===== src/rtl/kf6845_bus_master.sv =====
// Host-side initiator: turns a valid/ready register request into the KF6845 two-phase bus sequence.
// Define KF6845_ADDR_CACHE_EN to skip the address phase when the CRTC address register already holds req_addr.
module kf6845_bus_master #(
  parameter int ENABLE_CYCLES = 1,
  parameter int GAP_CYCLES    = 1
) (
  input  logic       clock,
  input  logic       reset,
  input  logic       req_valid,
  output logic       req_ready,
  input  logic       req_write,
  input  logic [4:0] req_addr,
  input  logic [7:0] req_wdata,
  output logic       rsp_valid,
  output logic       rsp_error,
  output logic [7:0] rsp_rdata,
  output logic       CS_N,
  output logic       RS,
  output logic       ENABLE,
  output logic       R_OR_W,
  output logic [7:0] D_OUT,
  input  logic [7:0] D_IN
);

  typedef enum logic [2:0] {IDLE, ADDR_EN, ADDR_GAP, DATA_EN, DATA_GAP, ERR_RSP} state_t;

  localparam logic [7:0] EN_LAST  = 8'(ENABLE_CYCLES - 1);
  localparam logic [7:0] GAP_LAST = 8'(GAP_CYCLES - 1);

  state_t     state, state_nxt;
  logic [7:0] cnt, cnt_nxt;
  logic       wr_q;
  logic [4:0] addr_q;
  logic [7:0] wdata_q, rd_q;
  logic       accept, legal, cache_hit;
  logic       cur_write;
  logic [4:0] cur_addr;
  logic [7:0] cur_wdata;
  logic       cs_n_nxt, rs_nxt, en_nxt, rw_nxt, ready_nxt, rsp_valid_nxt, rsp_error_nxt;
  logic [7:0] dout_nxt, rsp_rdata_nxt;

  assign accept = req_valid & req_ready;
  assign legal  = req_write ? (req_addr <= 5'd17) : (req_addr >= 5'd14 && req_addr <= 5'd17);

`ifdef KF6845_ADDR_CACHE_EN
  logic [4:0] cache_addr;
  logic       cache_vld;

  // Mirrors the CRTC address register as of the last completed address phase.
  always_ff @(posedge clock or posedge reset) begin
    if (reset) begin
      cache_addr <= 5'd0;
      cache_vld  <= 1'b0;
    end else if (state == ADDR_EN && cnt == 8'd0) begin
      cache_addr <= addr_q;
      cache_vld  <= 1'b1;
    end
  end

  assign cache_hit = cache_vld && (cache_addr == req_addr);
`else
  assign cache_hit = 1'b0;
`endif

  always_ff @(posedge clock or posedge reset) begin
    if (reset) begin
      state <= IDLE;
      cnt   <= 8'd0;
    end else begin
      state <= state_nxt;
      cnt   <= cnt_nxt;
    end
  end

  always_comb begin
    state_nxt = state;
    cnt_nxt   = cnt;
    case (state)
      IDLE: begin
        if (accept) begin
          if (!legal) begin
            state_nxt = ERR_RSP;
          end else begin
            cnt_nxt   = EN_LAST;
            state_nxt = cache_hit ? DATA_EN : ADDR_EN;
          end
        end
      end
      ADDR_EN: begin
        if (cnt == 8'd0) begin
          state_nxt = ADDR_GAP;
          cnt_nxt   = GAP_LAST;
        end else cnt_nxt = cnt - 8'd1;
      end
      ADDR_GAP: begin
        if (cnt == 8'd0) begin
          state_nxt = DATA_EN;
          cnt_nxt   = EN_LAST;
        end else cnt_nxt = cnt - 8'd1;
      end
      DATA_EN: begin
        if (cnt == 8'd0) begin
          state_nxt = DATA_GAP;
          cnt_nxt   = GAP_LAST;
        end else cnt_nxt = cnt - 8'd1;
      end
      DATA_GAP: begin
        if (cnt == 8'd0) state_nxt = IDLE;
        else cnt_nxt = cnt - 8'd1;
      end
      ERR_RSP: state_nxt = IDLE;
      default: state_nxt = IDLE;
    endcase
  end

  // Outputs are registered from the next state, so the request fields are
  // taken straight from the inputs on the accepting edge.
  always_comb begin
    cur_write     = accept ? req_write : wr_q;
    cur_addr      = accept ? req_addr  : addr_q;
    cur_wdata     = accept ? req_wdata : wdata_q;
    cs_n_nxt      = 1'b1;
    rs_nxt        = 1'b1;
    en_nxt        = 1'b0;
    rw_nxt        = 1'b1;
    dout_nxt      = 8'hFF;
    ready_nxt     = (state_nxt == IDLE);
    rsp_valid_nxt = 1'b0;
    rsp_error_nxt = rsp_error;
    rsp_rdata_nxt = rsp_rdata;
    case (state_nxt)
      ADDR_EN: begin
        cs_n_nxt = 1'b0;
        rs_nxt   = 1'b0;
        en_nxt   = 1'b1;
        rw_nxt   = 1'b0;
        dout_nxt = {3'b000, cur_addr};
      end
      DATA_EN: begin
        cs_n_nxt = 1'b0;
        en_nxt   = 1'b1;
        rw_nxt   = ~cur_write;
        dout_nxt = cur_write ? cur_wdata : 8'hFF;
      end
      default: ;
    endcase
    if (state == DATA_GAP && cnt == 8'd0) begin
      rsp_valid_nxt = 1'b1;
      rsp_error_nxt = 1'b0;
      rsp_rdata_nxt = wr_q ? 8'h00 : rd_q;
    end
    if (state_nxt == ERR_RSP) begin
      rsp_valid_nxt = 1'b1;
      rsp_error_nxt = 1'b1;
      rsp_rdata_nxt = 8'h00;
    end
  end

  always_ff @(posedge clock or posedge reset) begin
    if (reset) begin
      wr_q      <= 1'b0;
      addr_q    <= 5'd0;
      wdata_q   <= 8'd0;
      rd_q      <= 8'd0;
      CS_N      <= 1'b1;
      RS        <= 1'b1;
      ENABLE    <= 1'b0;
      R_OR_W    <= 1'b1;
      D_OUT     <= 8'hFF;
      req_ready <= 1'b0;
      rsp_valid <= 1'b0;
      rsp_error <= 1'b0;
      rsp_rdata <= 8'h00;
    end else begin
      if (accept) begin
        wr_q    <= req_write;
        addr_q  <= req_addr;
        wdata_q <= req_wdata;
      end
      if (state == DATA_EN && cnt == 8'd0) rd_q <= D_IN;
      CS_N      <= cs_n_nxt;
      RS        <= rs_nxt;
      ENABLE    <= en_nxt;
      R_OR_W    <= rw_nxt;
      D_OUT     <= dout_nxt;
      req_ready <= ready_nxt;
      rsp_valid <= rsp_valid_nxt;
      rsp_error <= rsp_error_nxt;
      rsp_rdata <= rsp_rdata_nxt;
    end
  end

endmodule


===== config.mk =====
export PLATFORM = sky130hd
export DESIGN_NAME = kf6845_bus_master
export DESIGN_NICKNAME = d
export VERILOG_FILES = /design/src/rtl/kf6845_bus_master.sv
export SDC_FILE = /design/constraint.sdc
export NUM_CORES = 1
export LEC_CHECK = 0
export BUFFER_PORTS_ARGS = -buffer_cell sky130_fd_sc_hd__buf_4
export CAP_MARGIN = 20
export CORE_ASPECT_RATIO = 2
export CORE_UTILIZATION = 35
export DETAILED_ROUTE_END_ITERATION = 6
export GPL_TIMING_DRIVEN = 0
export PLACE_DENSITY_LB_ADDON = 0.15
export SLEW_MARGIN = 5
export SYNTH_ARGS = -nofsm -noshare
export SYNTH_HDL_FRONTEND = slang
export SYNTH_SLANG_ARGS = --single-unit

===== constraint.sdc =====
create_clock -name clock -period 2.6 [get_ports clock]
set_clock_uncertainty 0.1 [all_clocks]
set_input_delay 0.26 -clock clock [delete_from_list [all_inputs] [get_ports clock]]
set_output_delay 0.26 -clock clock [all_outputs]
set_load 0.005 [all_outputs]

== Yosys cells after proc, flatten, opt, wreduce, memory -nomap -nowiden ==
Index checks and enable logic that the tools add are counted.

* Register bits after elaboration: 56

* Bitwise gates (word level): 2
* Add/sub/neg operators: 1
* Equality and inequality tests: 10
* Reduce and logical (&&, ||, !) cells: 11
* Multiplexer cells: 29
* Order comparisons: 2

{| class="wikitable"
|+ Operator list
! operator !! number
|-
| 8-bit 2-to-1 mux || 9
|-
| 8-bit case mux with 3 select lines || 1
|-
| 3-bit 2-to-1 mux || 6
|-
| 8-bit case mux with 2 select lines || 1
|-
| 3-bit case mux with 5 select lines || 1
|-
| 3-bit by 2-bit equality test with 1-bit output (second input constant) || 3
|-
| 1-bit 2-to-1 mux || 9
|-
| 8-bit logical NOT || 1
|-
| 8-bit by 1-bit subtractor with 8-bit output (second input constant) || 1
|-
| 3-bit by 1-bit equality test with 1-bit output (second input constant) || 2
|-
| 3-bit equality test (second input constant) || 2
|-
| 3-bit logical NOT || 2
|-
| 2-bit != test (second input constant) || 3
|-
| 5-bit by 4-bit greater-or-equal comparator with 1-bit output (second input constant) || 1
|-
| 5-bit less-or-equal comparator (second input constant) || 1
|-
| 5-bit 2-to-1 mux || 1
|-
| 4-bit AND reduction || 1
|-
| 1-bit logical AND || 3
|-
| 3-bit nonzero test || 1
|-
| 3-bit OR reduction || 1
|-
| 1-bit case mux with 2 select lines || 1
|-
| 2-bit nonzero test || 1
|-
| 2-bit OR reduction || 1
|-
| 1-bit AND || 1
|-
| 1-bit NOT || 1
|}

== Longest topological paths before layout ==
* Depth in word-level cells: 9
* Depth in mapped cells: 9
* Mapped depth without buffers: 7

== Worst setup path before layout ==
Ideal clock, no wire load.

* Path type: reg-to-reg
* Start: register cnt[0]
* End: register rd_q[0]
* Buffers on the path: 2
* Period minus slack after synthesis: 2.367 ns
* Data arrival time: 2.142 ns
* Stages on the path, launching flop included: 10
* Setup time: 0.125 ns
* Data required time: 2.375 ns
* Setup slack: 0.233 ns
* Cells stage by stage: dfrtp_1 > inv_1 > ha_1 > nor4b_4 > and2_1 > buf_6 > nand2_4 > or3_1 > buf_6 > mux2_4

* Word-level cells in the longest chain between the ends: 2

{| class="wikitable"
|+ Ends and longest elaborated chain
! what !! line !! RTL
|-
| start: declaration || 31 || <nowiki>logic [7:0] cnt, cnt_nxt;</nowiki>
|-
| start signal: assignment || 71 || <nowiki>cnt <= cnt_nxt;</nowiki>
|-
| 8-bit logical NOT || 180 || <nowiki>if (state == DATA_EN && cnt == 8'd0) rd_q <= D_IN;</nowiki>
|-
| 1-bit logical AND || 180 ||
|-
| end signal: assignment || 164 || <nowiki>rd_q <= 8'd0;</nowiki>
|-
| end signal: assignment || 180 ||
|-
| end: declaration || 34 || <nowiki>logic [7:0] wdata_q, rd_q;</nowiki>
|}

No other way between the ends.
A chain may end at the register's enable or synchronous reset.

== Worst setup path after layout ==
* Start: register cnt[0]
* End: register rd_q[2]

The elaborated chain is that of the path after synthesis.

==> impl_metrics.env <==
export IMPL_fmax_mhz=411
export IMPL_hold_violations=0
export IMPL_crit_path_max_fanout=9
export IMPL_cpLargestDelayFamily="simple AND/OR/NAND/NOR gates"
export IMPL_hp_start="D_IN[5]"
export IMPL_fp_dieW_um=62.8
export IMPL_crit_cells=9
export IMPL_min_delay_worst_endpoint="rd_q[5]$_DFFE_PP0P_"
export IMPL_worstRegToRegCells=9
export IMPL_via_count=1907
export IMPL_drc_errors=0
export IMPL_worstSetupPathType="register to register"
export IMPL_holdPathStages=2
export IMPL_syn_area_um2=2590
export IMPL_irDropWorstVdd_uv=477
export IMPL_globalplace_congestion=0.857
export IMPL_rr_startpoint="cnt[0]$_DFFE_PP0P_"
export IMPL_grt_pass1_wl_um=9570
export IMPL_power_leakage_nw=1.53
export IMPL_post_drt_wl_per_cell_um=15.3
export IMPL_hold_worst_slack_ns=0.0968
export IMPL_layout_nets=312
export IMPL_slew_viol_final=0
export IMPL_core_um2=7210
export IMPL_finalSetupViolCount=0
export IMPL_avgSynthCellArea_um2=11.4
export IMPL_synth_warning_count=0
export IMPL_max_stage_delay_ns=0.39
export IMPL_syn2layout_area_growth_pct=26.8
export IMPL_ys_seq_area_share_pct=54.7
export IMPL_syn_num_nets=253
export IMPL_boundaryPins=48
export IMPL_synth_cell_types=49
export IMPL_synth_edf_count=0
export IMPL_grt_max_degree=41
export IMPL_htreeDepth=2
export IMPL_cts_buffer_depth=2
export IMPL_fin_crit_sh_pct=93.5
export IMPL_path_buf_inv=3
export IMPL_drt_pass1_iterations=4
export IMPL_final_common_cell="buf_4"
export IMPL_vias_per_cell=5.03
export IMPL_grt_usage_pct=16.4
export IMPL_power_density_nw_per_um2=1240
export IMPL_antenna_cells=0
export IMPL_drt_iter0_drc=51
export IMPL_ys_seq_elements=56
export IMPL_clockRootBuffer="clkbuf_16"
export IMPL_critical_path_slowest_cell="dfrtp_1"
export IMPL_synthesis_instances=227
export IMPL_gr_total_overflow=0
export IMPL_wirelength_um=5790
export IMPL_cts_tree="yes"
export IMPL_cts_buffers=5
export IMPL_insertion_delay_ns=0.29
export IMPL_initial_utilization_pct=35.9
export IMPL_min_path_type="primary input to register"
export IMPL_critPathArrivalTime_ns=2.51
export IMPL_finish_utilization_pct=45.5
export IMPL_portBuffers=47
export IMPL_die_y_um=124
export IMPL_layout_common_cells="buf_4 (50), dfrtp_1 (45), nand2_1 (25), inv_1 (17), dfstp_2 (11)"
export IMPL_clkTransAtPathRegs_ns=0.07
export IMPL_path_common_cell="buf_6"
export IMPL_max_cap_violations=0
export IMPL_crit_path_start_kind="register"
export IMPL_crit_chain="inv_2, ha_4, nor4b_4, and2_1, buf_6, nand2_4, or3_1, buf_6, mux2_4"
export IMPL_dieArea_um2=7760
export IMPL_worst_pin_slew_ns=0.782
export IMPL_synth_ff_type="dfrtp_1"
export IMPL_grt_pass1_vias=2009
export IMPL_crit_required_ns=2.68
export IMPL_r2r_end="rd_q[2]$_DFFE_PP0P_"
export IMPL_layout_drive_gt1_share_pct=38.7
export IMPL_critPathCaptureType="register"
export IMPL_drt_antenna_violating_nets=0
export IMPL_antenna_found_initial=0
export IMPL_dp_hpwl_um=4320
export IMPL_r2r_slack_ns=0.17
export IMPL_clock_sinks=56
export IMPL_fp_row_count=44
export IMPL_slew_headroom_pct=47.4
export IMPL_finalCriticalPeriod_ns=2.43
export IMPL_status="finished, final reports clean"
export IMPL_rsz0062_at_grt="false"
export IMPL_async_flop_share_pct=100
==> through the flow <==
stage / instance area, um^2 / TNS [ns] / total power [mW] / cells / worst slack (ns)
3_5_place_dp: 3070 / -1.04 / 3.32 / 367 / -0.262
3_3_place_gp: 3050 / -1.09 / 3.28 / 366 / -0.249
4_1_cts: 3260 / 0 / 4.06 / 376 / 0.0230
2_1_floorplan: 2590 / 0 / 2.73 / 227 / 0.233
6_report: 3280 / 0 / 4.05 / 379 / 0.170
5_1_grt: 3280 / 0 / 4.37 / 379 / 0.0230
==> state kept, by name, indices dropped and copies added, names as in the netlist, 3 cells and up <==
register,flops
addr_q,5
rd_q,8
rsp_rdata,8
cnt,8
D_OUT,8
wdata_q,8
state,3
==> synth_stat cells (2+ instances only) <==
cell type / instances / area share, %
nand2_1: 25 / 3.6
nor4_1: 2 / 0.48
nand3b_1: 3 / 0.87
clkbuf_1: 4 / 0.58
a22oi_1: 3 / 0.87
buf_1: 2 / 0.29
o21ai_0: 10 / 1.9
dfrtp_1: 45 / 44
or3b_2: 5 / 1.7
o311ai_0: 4 / 1.4
a21oi_1: 9 / 1.7
o31ai_1: 2 / 0.58
o22ai_1: 2 / 0.48
buf_2: 3 / 0.58
nand2b_1: 2 / 0.48
nand3_1: 3 / 0.58
nor2_1: 9 / 1.3
nor3_1: 2 / 0.39
inv_1: 20 / 2.9
mux2i_1: 6 / 2.3
o32ai_1: 5 / 1.7
a31oi_1: 3 / 0.73
xnor2_1: 3 / 1.0
dfstp_2: 11 / 11
buf_6: 3 / 1.3
mux2_2: 8 / 3.5
or3_1: 4 / 0.97
mux2_4: 8 / 4.6
==> layer usage <==
metal  track usage, %  wire [um]  up-vias  part of all wire (%)
li1                 -          -      918                     -
met1             17.1       2110      934                    36
met2             31.2       3330       43                    58
met3             2.58        152       12                   2.6
met4             8.58        201        0                   3.5
met5                0          0        -                     0
==> cell type report <==
| class | instances | area, um^2 |
|---|---|---|
| Buffer | 12 | 71.3 |
| Clock buffer | 6 | 139 |
| Clock inverter | 2 | 13.8 |
| Fill cell | 714 | 3930 |
| Inverter | 20 | 75.1 |
| Multi-Input combinational cell | 139 | 1040 |
| Sequential cell | 56 | 1420 |
| Tap cell | 92 | 115 |
| Timing Repair Buffer | 52 | 405 |
==> power breakdown <==
group	internal [mW]	switching (mW)	total (mW)
Combinational	0.893	0.921	1.81
Clock	0.386	0.307	0.693
Sequential	1.34	0.211	1.55
Total	2.62	1.44	4.05
==> cell families after synthesis <==
| kind of cell | count (synthesis) | share of synthesized area, % |
|---|---|---|
| buffers and inverters | 32 | 5.66 |
| AND/OR/NAND/NOR | 68 | 15.8 |
| XOR/XNOR | 3 | 1.02 |
| multiplexers | 22 | 10.5 |
| flip-flops | 56 | 54.7 |
| AO/OA/AOI/OAI | 45 | 11.9 |
| adder cells (fa/ha/maj) | 1 | 0.484 |
==> worst max path at each step <==
stage	from	endpoint	slack, ns
finish	cnt[0]$_DFFE_PP0P_	rd_q[2]$_DFFE_PP0P_	0.17
global route	cnt[1]$_DFFE_PP0P_	rd_q[7]$_DFFE_PP0P_	0.02
CTS	cnt[0]$_DFFE_PP0P_	rd_q[2]$_DFFE_PP0P_	0.02
detailed placement	cnt[0]$_DFFE_PP0P_	D_OUT[2]$_DFF_PP1_	-0.26
global placement	cnt[0]$_DFFE_PP0P_	D_OUT[2]$_DFF_PP1_	-0.25
floorplan	cnt[0]$_DFFE_PP0P_	rd_q[0]$_DFFE_PP0P_	0.23
==> repair_timing <==
item / in CTS / in global routing
hold buffers: 1 / 0
buffers inserted: 0 / 3
gates cloned: 0 / 0
gates resized for setup: 3 / 2
hold endpoints to repair: 11 / 0
endpoints found under the setup margin: 12 / 17
Power figures use the tool's default switching activity.
